$ cat src/rtl/t05_hist_engine.sv
`default_nettype none
// ============================================================================
// Module   : t05_hist_engine
// Brief    : Symbol histogram engine; read-modify-write of SRAM bin counts,
//            EOF detection and a full bin-clear sweep.
//            Optional macro T05_HIST_SAT_EN: saturating bin and total counts.
// Revision : 1.0 - initial release
// ============================================================================
module t05_hist_engine #(
    parameter int               SYM_W   = 8,
    parameter int               CNT_W   = 32,
    parameter logic [SYM_W-1:0] EOF_SYM = SYM_W'(8'h1A)
) (
    input  logic             clk,
    input  logic             rst,
    input  logic             sym_valid,
    input  logic [SYM_W-1:0] sym_data,
    output logic             sym_ready,
    input  logic             clear_start,
    output logic             mem_req,
    output logic             mem_we,
    output logic [SYM_W-1:0] mem_addr,
    output logic [CNT_W-1:0] mem_wdata,
    input  logic [CNT_W-1:0] mem_rdata,
    input  logic             mem_ack,
    output logic             eof,
    output logic             complete,
    output logic             busy,
    output logic [CNT_W-1:0] total
);

    localparam logic [2:0]       c_IDLE      = 3'd0;
    localparam logic [2:0]       c_RD        = 3'd1;
    localparam logic [2:0]       c_WR        = 3'd2;
    localparam logic [2:0]       c_DONE      = 3'd3;
    localparam logic [2:0]       c_CLR       = 3'd4;
    localparam logic [SYM_W-1:0] c_LAST_ADDR = '1;
    localparam logic [CNT_W-1:0] c_ONE       = CNT_W'(1);

    logic [2:0]       r_state;
    logic             r_ready;
    logic             r_req;
    logic             r_we;
    logic [SYM_W-1:0] r_addr;
    logic [CNT_W-1:0] r_wdata;
    logic             r_eof;
    logic             r_complete;
    logic [CNT_W-1:0] r_total;
    logic [CNT_W-1:0] w_bin_inc;
    logic [CNT_W-1:0] w_total_inc;

`ifdef T05_HIST_SAT_EN
    assign w_bin_inc   = (&mem_rdata) ? mem_rdata : mem_rdata + c_ONE;
    assign w_total_inc = (&r_total)   ? r_total   : r_total + c_ONE;
`else
    assign w_bin_inc   = mem_rdata + c_ONE;
    assign w_total_inc = r_total + c_ONE;
`endif

    // A pending clear wins over a symbol offered in the same IDLE cycle.
    assign sym_ready = r_ready && !clear_start;
    assign busy      = (r_state != c_IDLE) && (r_state != c_DONE);
    assign mem_req   = r_req;
    assign mem_we    = r_we;
    assign mem_addr  = r_addr;
    assign mem_wdata = r_wdata;
    assign eof       = r_eof;
    assign complete  = r_complete;
    assign total     = r_total;

    always_ff @(posedge clk) begin
        if (rst) begin
            r_state    <= c_IDLE;
            r_ready    <= 1'b0;
            r_req      <= 1'b0;
            r_we       <= 1'b0;
            r_addr     <= '0;
            r_wdata    <= '0;
            r_eof      <= 1'b0;
            r_complete <= 1'b0;
            r_total    <= '0;
        end else begin
            r_eof <= 1'b0;
            case (r_state)
                c_IDLE: begin
                    r_ready <= 1'b1;
                    if (clear_start) begin
                        r_state <= c_CLR;
                        r_ready <= 1'b0;
                        r_req   <= 1'b1;
                        r_we    <= 1'b1;
                        r_addr  <= '0;
                        r_wdata <= '0;
                    end else if (sym_valid && r_ready) begin
                        r_ready <= 1'b0;
                        if (sym_data == EOF_SYM) begin
                            r_state <= c_DONE;
                            r_eof   <= 1'b1;
                        end else begin
                            r_state <= c_RD;
                            r_req   <= 1'b1;
                            r_we    <= 1'b0;
                            r_addr  <= sym_data;
                        end
                    end
                end
                c_RD: begin
                    if (mem_ack) begin
                        r_state <= c_WR;
                        r_we    <= 1'b1;
                        r_wdata <= w_bin_inc;
                    end
                end
                c_WR: begin
                    if (mem_ack) begin
                        r_state <= c_IDLE;
                        r_ready <= 1'b1;
                        r_req   <= 1'b0;
                        r_we    <= 1'b0;
                        r_total <= w_total_inc;
                    end
                end
                c_DONE: begin
                    r_complete <= 1'b1;
                    if (clear_start) begin
                        r_state <= c_CLR;
                        r_req   <= 1'b1;
                        r_we    <= 1'b1;
                        r_addr  <= '0;
                        r_wdata <= '0;
                    end
                end
                c_CLR: begin
                    if (mem_ack) begin
                        if (r_addr == c_LAST_ADDR) begin
                            // Results stay visible until the sweep has really finished.
                            r_state    <= c_IDLE;
                            r_ready    <= 1'b1;
                            r_req      <= 1'b0;
                            r_we       <= 1'b0;
                            r_total    <= '0;
                            r_complete <= 1'b0;
                        end else begin
                            r_addr <= r_addr + SYM_W'(1);
                        end
                    end
                end
                default: begin
                    r_state <= c_IDLE;
                    r_ready <= 1'b0;
                    r_req   <= 1'b0;
                    r_we    <= 1'b0;
                end
            endcase
        end
    end

endmodule
`default_nettype wire

$ cat config.mk
export PLATFORM = sky130hd
export DESIGN_NAME = t05_hist_engine
export DESIGN_NICKNAME = d
export VERILOG_FILES = /design/src/rtl/t05_hist_engine.sv
export SDC_FILE = /design/constraint.sdc
export NUM_CORES = 1
export LEC_CHECK = 0
export CORE_ASPECT_RATIO = 0.5
export CORE_MARGIN = 2
export CORE_UTILIZATION = 52
export DETAILED_ROUTE_END_ITERATION = 6
export GPL_ROUTABILITY_DRIVEN = 0
export GPL_TIMING_DRIVEN = 0
export PLACE_DENSITY_LB_ADDON = 0.1
export SYNTH_ARGS = -nofsm -noshare
export SYNTH_HDL_FRONTEND = slang
export SYNTH_SLANG_ARGS = --single-unit
$ cat constraint.sdc
create_clock -name clk -period 3.2 [get_ports clk]
set_input_delay 0.64 -clock clk [delete_from_list [all_inputs] [get_ports clk]]
set_output_delay 0.64 -clock clk [all_outputs]
set_load 0.05 [all_outputs]
==> results.tsv, run 1 <==
metric	value	unit
synth.net_count	605	
drive_gt1_share	7.36	%
max_freq	358	MHz
synth_top_area_share	36.4	%
numCtsBuffers	9	
portBuffers	121	
fin_cells	805	
pwr-share-seq	28.3	%
drt-pass1-iter-count	5	
root_buffer	clkbuf_16	
skew	0.00721	ns
ir_drop	469	uV
status	completed	
ios	123	
core_area	8090	sq um
synthTopCellsByArea	dfxtp_1 (36%), o21ai_0 (5.7%), nand3_1 (5.0%)	
grt_pass1_wl	21.4	mm
hold_class	flip-flop to flip-flop	
min_period	2.79	ns
row_count	23	
via_count	4887	
via_per_inst	6.07	
critical_path.max_fanout	8	
clkLatencyLatePin	0.34	ns
rsz0062_at_grt	no	
seqCellArea	1600	sq um
grt_pass1_vias	4533	
p_sw_share	40.6	%
post_cts_buffers	0	
synth_commonest_cells	dfxtp_1 (80), nand2_1 (55), o21ai_0 (50)	
post-synth-top-count-cell	dfxtp_1	
power.internal	2.56	mW
yosysWarnings	0	
post-place-cells	790	
clock-sinks	80	
die_h	69	microns
synthesis.area	4390	sq um
relSlewSlack	37.7	%
antennaDiodeCount	0	
clkSlewWorstSetupHoldPaths	0.06	ns
fillCellCount	641	
crit_required	2.56	ns
p_sw	1.75	mW
async_flop_share	0	%
yosys.area.top_type	dfxtp_1	
worst_pin_slew	0.926	ns
cp-start-kind	input pin	
grt_start_max_net_pins	13	
grt-ovfl-total	0	
ys_types	61	
drt_iter0_markers	313	
wl	13.1	mm
p_clk_share	27.4	%
dp_hpwl	9.53	mm
holdBufCountCts	0	
cp.arrival	2.15	ns
setup_viol	0	
setup_tns	0	ns
clock_path_buffers	2	
drv_cap	0	
antenna_found_initial	0	
design.die.area	9250	sq um
pwr-share-comb	44.2	%
final.period_utilization	87.3	%
syn_area_per_cell	7.89	sq um
ys_ff_latch	80	
p_leak	2.07	nW
power.density	708	nW/um^2
postRouteAntennaNets	0	
synth_edf_count	0	
multi_input_area	2610	sq um
cts_tree	yes	
hold_viol_final	0	
syn_inst	557	
maxSlewViolCount	0	
cts_resized	0	
ys_seq_area_share	36.4	%
worstSetupPathType	input pin to primary output	
endpoint_kind	primary output	
area_growth	38.4	%
grt.total_usage	28.3	%
wire_per_inst	16.3	microns
synth-main-ff-cell	dfxtp_1	
fin_total_pwr	4.30	mW
cts_max_level	3	
nets	737	
drc	0	
start_util	54.3	%
die_w	134	microns
==> stage by stage <==
step           hold WS (ns)  instance area, sq um  utilization, %  setup WS (ns)
2_1_floorplan         0.455                  4390               -          0.923
3_3_place_gp          0.435                  5750            71.1          0.184
3_5_place_dp          0.448                  5750            71.1          0.171
4_1_cts               0.460                  6080            75.2          0.407
6_report              0.456                  6080            75.2          0.407
5_1_grt               0.474                  6080            75.2          0.332
==> worst paths after layout <==
path	from	to	slack, ns	depth (start not counted)
max	clear_start	sym_ready	0.41	3
min	mem_wdata[13]$_SDFFE_PP0P_	mem_wdata[13]$_SDFFE_PP0P_	0.46	2
max reg2reg	mem_addr[0]$_SDFFE_PP0P_	total[25]$_SDFFE_PP0P_	0.80	8
min reg2reg	mem_wdata[13]$_SDFFE_PP0P_	mem_wdata[13]$_SDFFE_PP0P_	0.46	2
==> cell type report <==
cell class                      instances  share of cell area (%)
Multi-Input combinational cell        433                    42.8
Sequential cell                        80                    26.3
Timing Repair Buffer                  121                    19.9
Clock buffer                           12                    4.05
Buffer                                 33                    2.41
Tap cell                              112                    2.30
Clock inverter                          3                    1.48
Inverter                               11                   0.679
==> power groups by stage <==
| stage | sequential [mW] | combinational [mW] | clock (mW) |
|---|---|---|---|
| after CTS | 1.22 | 1.88 | 1.19 |
| after global placement | 1.23 | 1.85 | 0 |
| final | 1.22 | 1.90 | 1.18 |
| after detailed placement | 1.24 | 1.87 | 0 |
| after global routing | 1.23 | 2.04 | 1.23 |
| after floorplan | 1.55 | 0.986 | 0 |
==> flip-flops by register name, summed over array words and instances, names as in the netlist <==
register   flops
r_ready        1
mem_addr       8
mem_we         1
mem_req        1
r_state        3
total         32
complete       1
eof            1
mem_wdata     32
==> placed cells by master, fill, tap and decap left out, types with 3 or more instances in the layout <==
cell and instances:
a21oi_1 33, nor2b_1 4, xor2_1 19, a31oi_1 17
nand2_1 55, inv_1 11, a22oi_1 9, and4_1 5
and2_1 9, a31o_2 3, nand4_1 24, clkbuf_1 19
o31ai_1 10, o311ai_0 3, dfxtp_1 80, ha_1 3
a22o_1 3, a311oi_1 5, nand3_1 44, nor4_2 4
and3_1 8, buf_2 15, xnor2_1 13, clkdlybuf4s50_1 121
nor4_1 5, bufinv_16 3, clkbuf_16 9, nor2_1 42
a211oi_1 5, nor3_1 16, or2_2 4, o21ai_0 50
o211ai_1 3
==> per-layer routing <==
metal / routed length [microns] / vias to the layer above / GRT usage (%)
met5: 0 / - / 0
met4: 148 / 0 / 6.74
met3: 1220 / 18 / 9.05
met2: 6360 / 239 / 49.6
met1: 5410 / 2289 / 33.8
li1: - / 2341 / -
==> kinds of logic after synthesis <==
kind of cell / synth area share (%)
and+or+nand+nor: 27.8
AOI/OAI and AO/OA: 23.2
DFF: 36.4
buffers and inverters: 4.27
xor gates and xnor gates: 6.75
muxes: 0.712
adders and majority gates: 0.854
==> critical path: stages <==
cell             delay [ns]
clkdlybuf4s50_1        0.54
nor2b_1                0.16
clkdlybuf4s50_1        0.81
No activity file was read; power rests on OpenSTA's default activity.
==> inputs of run 2 (changes only) <==
--- a/config.mk
+++ b/config.mk
@@ -12,6 +12,7 @@
 export GPL_ROUTABILITY_DRIVEN = 0
 export GPL_TIMING_DRIVEN = 0
 export PLACE_DENSITY_LB_ADDON = 0.1
+export REMOVE_ABC_BUFFERS = 1
 export SYNTH_ARGS = -nofsm -noshare
 export SYNTH_HDL_FRONTEND = slang
 export SYNTH_SLANG_ARGS = --single-unit
==> run 2 against run 1 <==
  * Core utilization is 2.0 points lower
  * Routed wire length is 9.9% lower
  * Flip-flop and latch count unchanged
  * Clock power is 12% lower
  * Clock skew down 0.0013 ns
  * Non-clock buffer count fell by 31
  * Critical endpoint is now busy
  * Largest cell class unchanged
  * Largest power group unchanged
==> results.tsv, run 2 (synthesis results as in run 1) <==
metric	value	unit
clock-sinks	80	
critical_path_depth	3	
p_sw	1.67	mW
r2r_cells	5	
clkSlewWorstSetupHoldPaths	0.06	ns
worstSetupPathType	flip-flop to primary output	
grt_pass1_vias	4301	
skew	0.00591	ns
via_per_inst	5.95	
critical_path.max_fanout	17	
post_cts_buffers	0	
wl	11.8	mm
drv_cap	0	
p_sw_share	41.5	%
cts_resized	0	
grt_start_max_net_pins	43	
cp.arrival	2.46	ns
crit_required	2.56	ns
final_util	73.2	%
max_stage_delay	0.87	ns
crit_chain	xnor2_2 -> nand2b_1 -> clkdlybuf4s50_1	
rr_endpoint	total[17]$_SDFFE_PP0P_	
hp-start	mem_wdata[5]$_SDFFE_PP0P_	
die_h	69	microns
via_count	4614	
dp_hpwl	8.14	mm
design.die.area	9250	sq um
cp-start-kind	flip-flop	
critPathSlowestCell	clkdlybuf4s50_1	
p_clk_share	25.9	%
portBuffers	122	
cts_tree	yes	
ir_drop	335	uV
max_freq	322	MHz
grt-ovfl-total	0	
pwr-share-comb	41.6	%
cpLargestDelayFamily	buffers and inverters	
antennaDiodeCount	0	
fillCellCount	638	
power.internal	2.35	mW
setup_tns	0	ns
wire_per_inst	15.3	microns
setup_viol	0	
drc	0	
r2r_slack	0.35	ns
reg2reg_from	r_state[1]$_SDFFE_PP0P_	
drive_gt1_share	5.88	%
min_period	3.10	ns
mostFrequentLayoutCells	clkdlybuf4s50_1 (121), dfxtp_1 (80), nand2_1 (55)	
antenna_found_initial	0	
power.density	679	nW/um^2
hold_class	flip-flop to flip-flop	
cp_num_buf_inv	1	
clkLatencyLatePin	0.34	ns
ios	123	
rsz0062_at_grt	no	
postRouteAntennaNets	0	
endpoint_kind	primary output	
pwr-share-seq	32.5	%
layout_commonest_cell	clkdlybuf4s50_1	
hold_viol_final	0	
row_count	23	
relSlewSlack	24.4	%
worst_pin_slew	1.12	ns
grt.total_usage	26.0	%
maxSlewViolCount	0	
die_w	134	microns
cts_max_level	3	
area_growth	34.7	%
min_path_cells	2	
whs_endpoint	mem_wdata[5]$_SDFFE_PP0P_	
drt-pass1-iter-count	5	
grt_pass1_wl	19.9	mm
nets	706	
root_buffer	clkbuf_16	
start_util	54.3	%
numCtsBuffers	9	
final.period_utilization	97.0	%
core_area	8090	sq um
holdBufCountCts	0	
clock_path_buffers	2	
drt_iter0_markers	308	
status	completed	
p_leak	1.98	nW
## run 2: changes by cell type in the layout (fill, tap and decap cells not counted)
cell | previous run | this run
bufinv_16 | 3 | 1
buf_6 | 0 | 1
clkbuf_8 | 1 | 2
clkbuf_1 | 19 | 2
nor3b_2 | 0 | 1
buf_4 | 1 | 0
clkinv_2 | 0 | 2
nor3b_1 | 1 | 0
buf_2 | 15 | 1
## run 2: per-layer routing
metal | track usage [%] | wire, microns | vias up
li1 | - | - | 2277
met1 | 32.0 | 5120 | 2169
met2 | 43.4 | 5560 | 156
met3 | 9.12 | 1050 | 12
met4 | 6.97 | 102 | 0
met5 | 0 | 0 | -
## run 2: layout make-up
class,count,area (sq um),area share [%]
Timing Repair Buffer,123,1230,20.7
Sequential cell,80,1600,27.0
Clock buffer,13,260,4.40
Inverter,11,41.3,0.697
Tap cell,112,140,2.37
Multi-Input combinational cell,433,2610,44.1
Clock inverter,3,40.0,0.676
## run 2: worst min-delay path: stages, from the launching register on
cell and delay [ns]:
dfxtp_1 0.31, nand2_1 0.05, a21oi_1 0.05
## run 2: stage by stage
stage | instances | setup slack [ns] | total power [mW] | instance area (sq um) | hold WS, ns
finish | 775 | 0.0955 | 4.02 | 5920 | 0.447
global placement | 758 | -0.992 | 2.96 | 5610 | 0.435
floorplan | 524 | 0.482 | 2.44 | 4250 | 0.455
global route | 775 | 0.00646 | 4.23 | 5920 | 0.461
detailed placement | 759 | 0.0497 | 2.98 | 5620 | 0.442
CTS | 775 | 0.113 | 4.02 | 5920 | 0.450
## run 2: power by group through the flow
stage | clock network, mW | registers (mW) | logic (mW)
finish | 1.04 | 1.31 | 1.67
global route | 1.10 | 1.33 | 1.80
CTS | 1.05 | 1.30 | 1.66
detailed placement | 0 | 1.32 | 1.66
global placement | 0 | 1.32 | 1.64
floorplan | 0 | 1.62 | 0.826
## run 2: worst max path at each step
| stage | start | to | slack (ns) |
|---|---|---|---|
| 2_1_floorplan | total[0]$_SDFFE_PP0P_ | total[11]$_SDFFE_PP0P_ | 0.48 |
| 3_3_place_gp | rst | mem_wdata[29]$_SDFFE_PP0P_ | -0.99 |
| 3_5_place_dp | mem_ack | total[11]$_SDFFE_PP0P_ | 0.05 |
| 4_1_cts | r_state[1]$_SDFFE_PP0P_ | busy | 0.11 |
| 5_1_grt | r_state[1]$_SDFFE_PP0P_ | busy | 0.006 |
| 6_report | r_state[1]$_SDFFE_PP0P_ | busy | 0.1 |
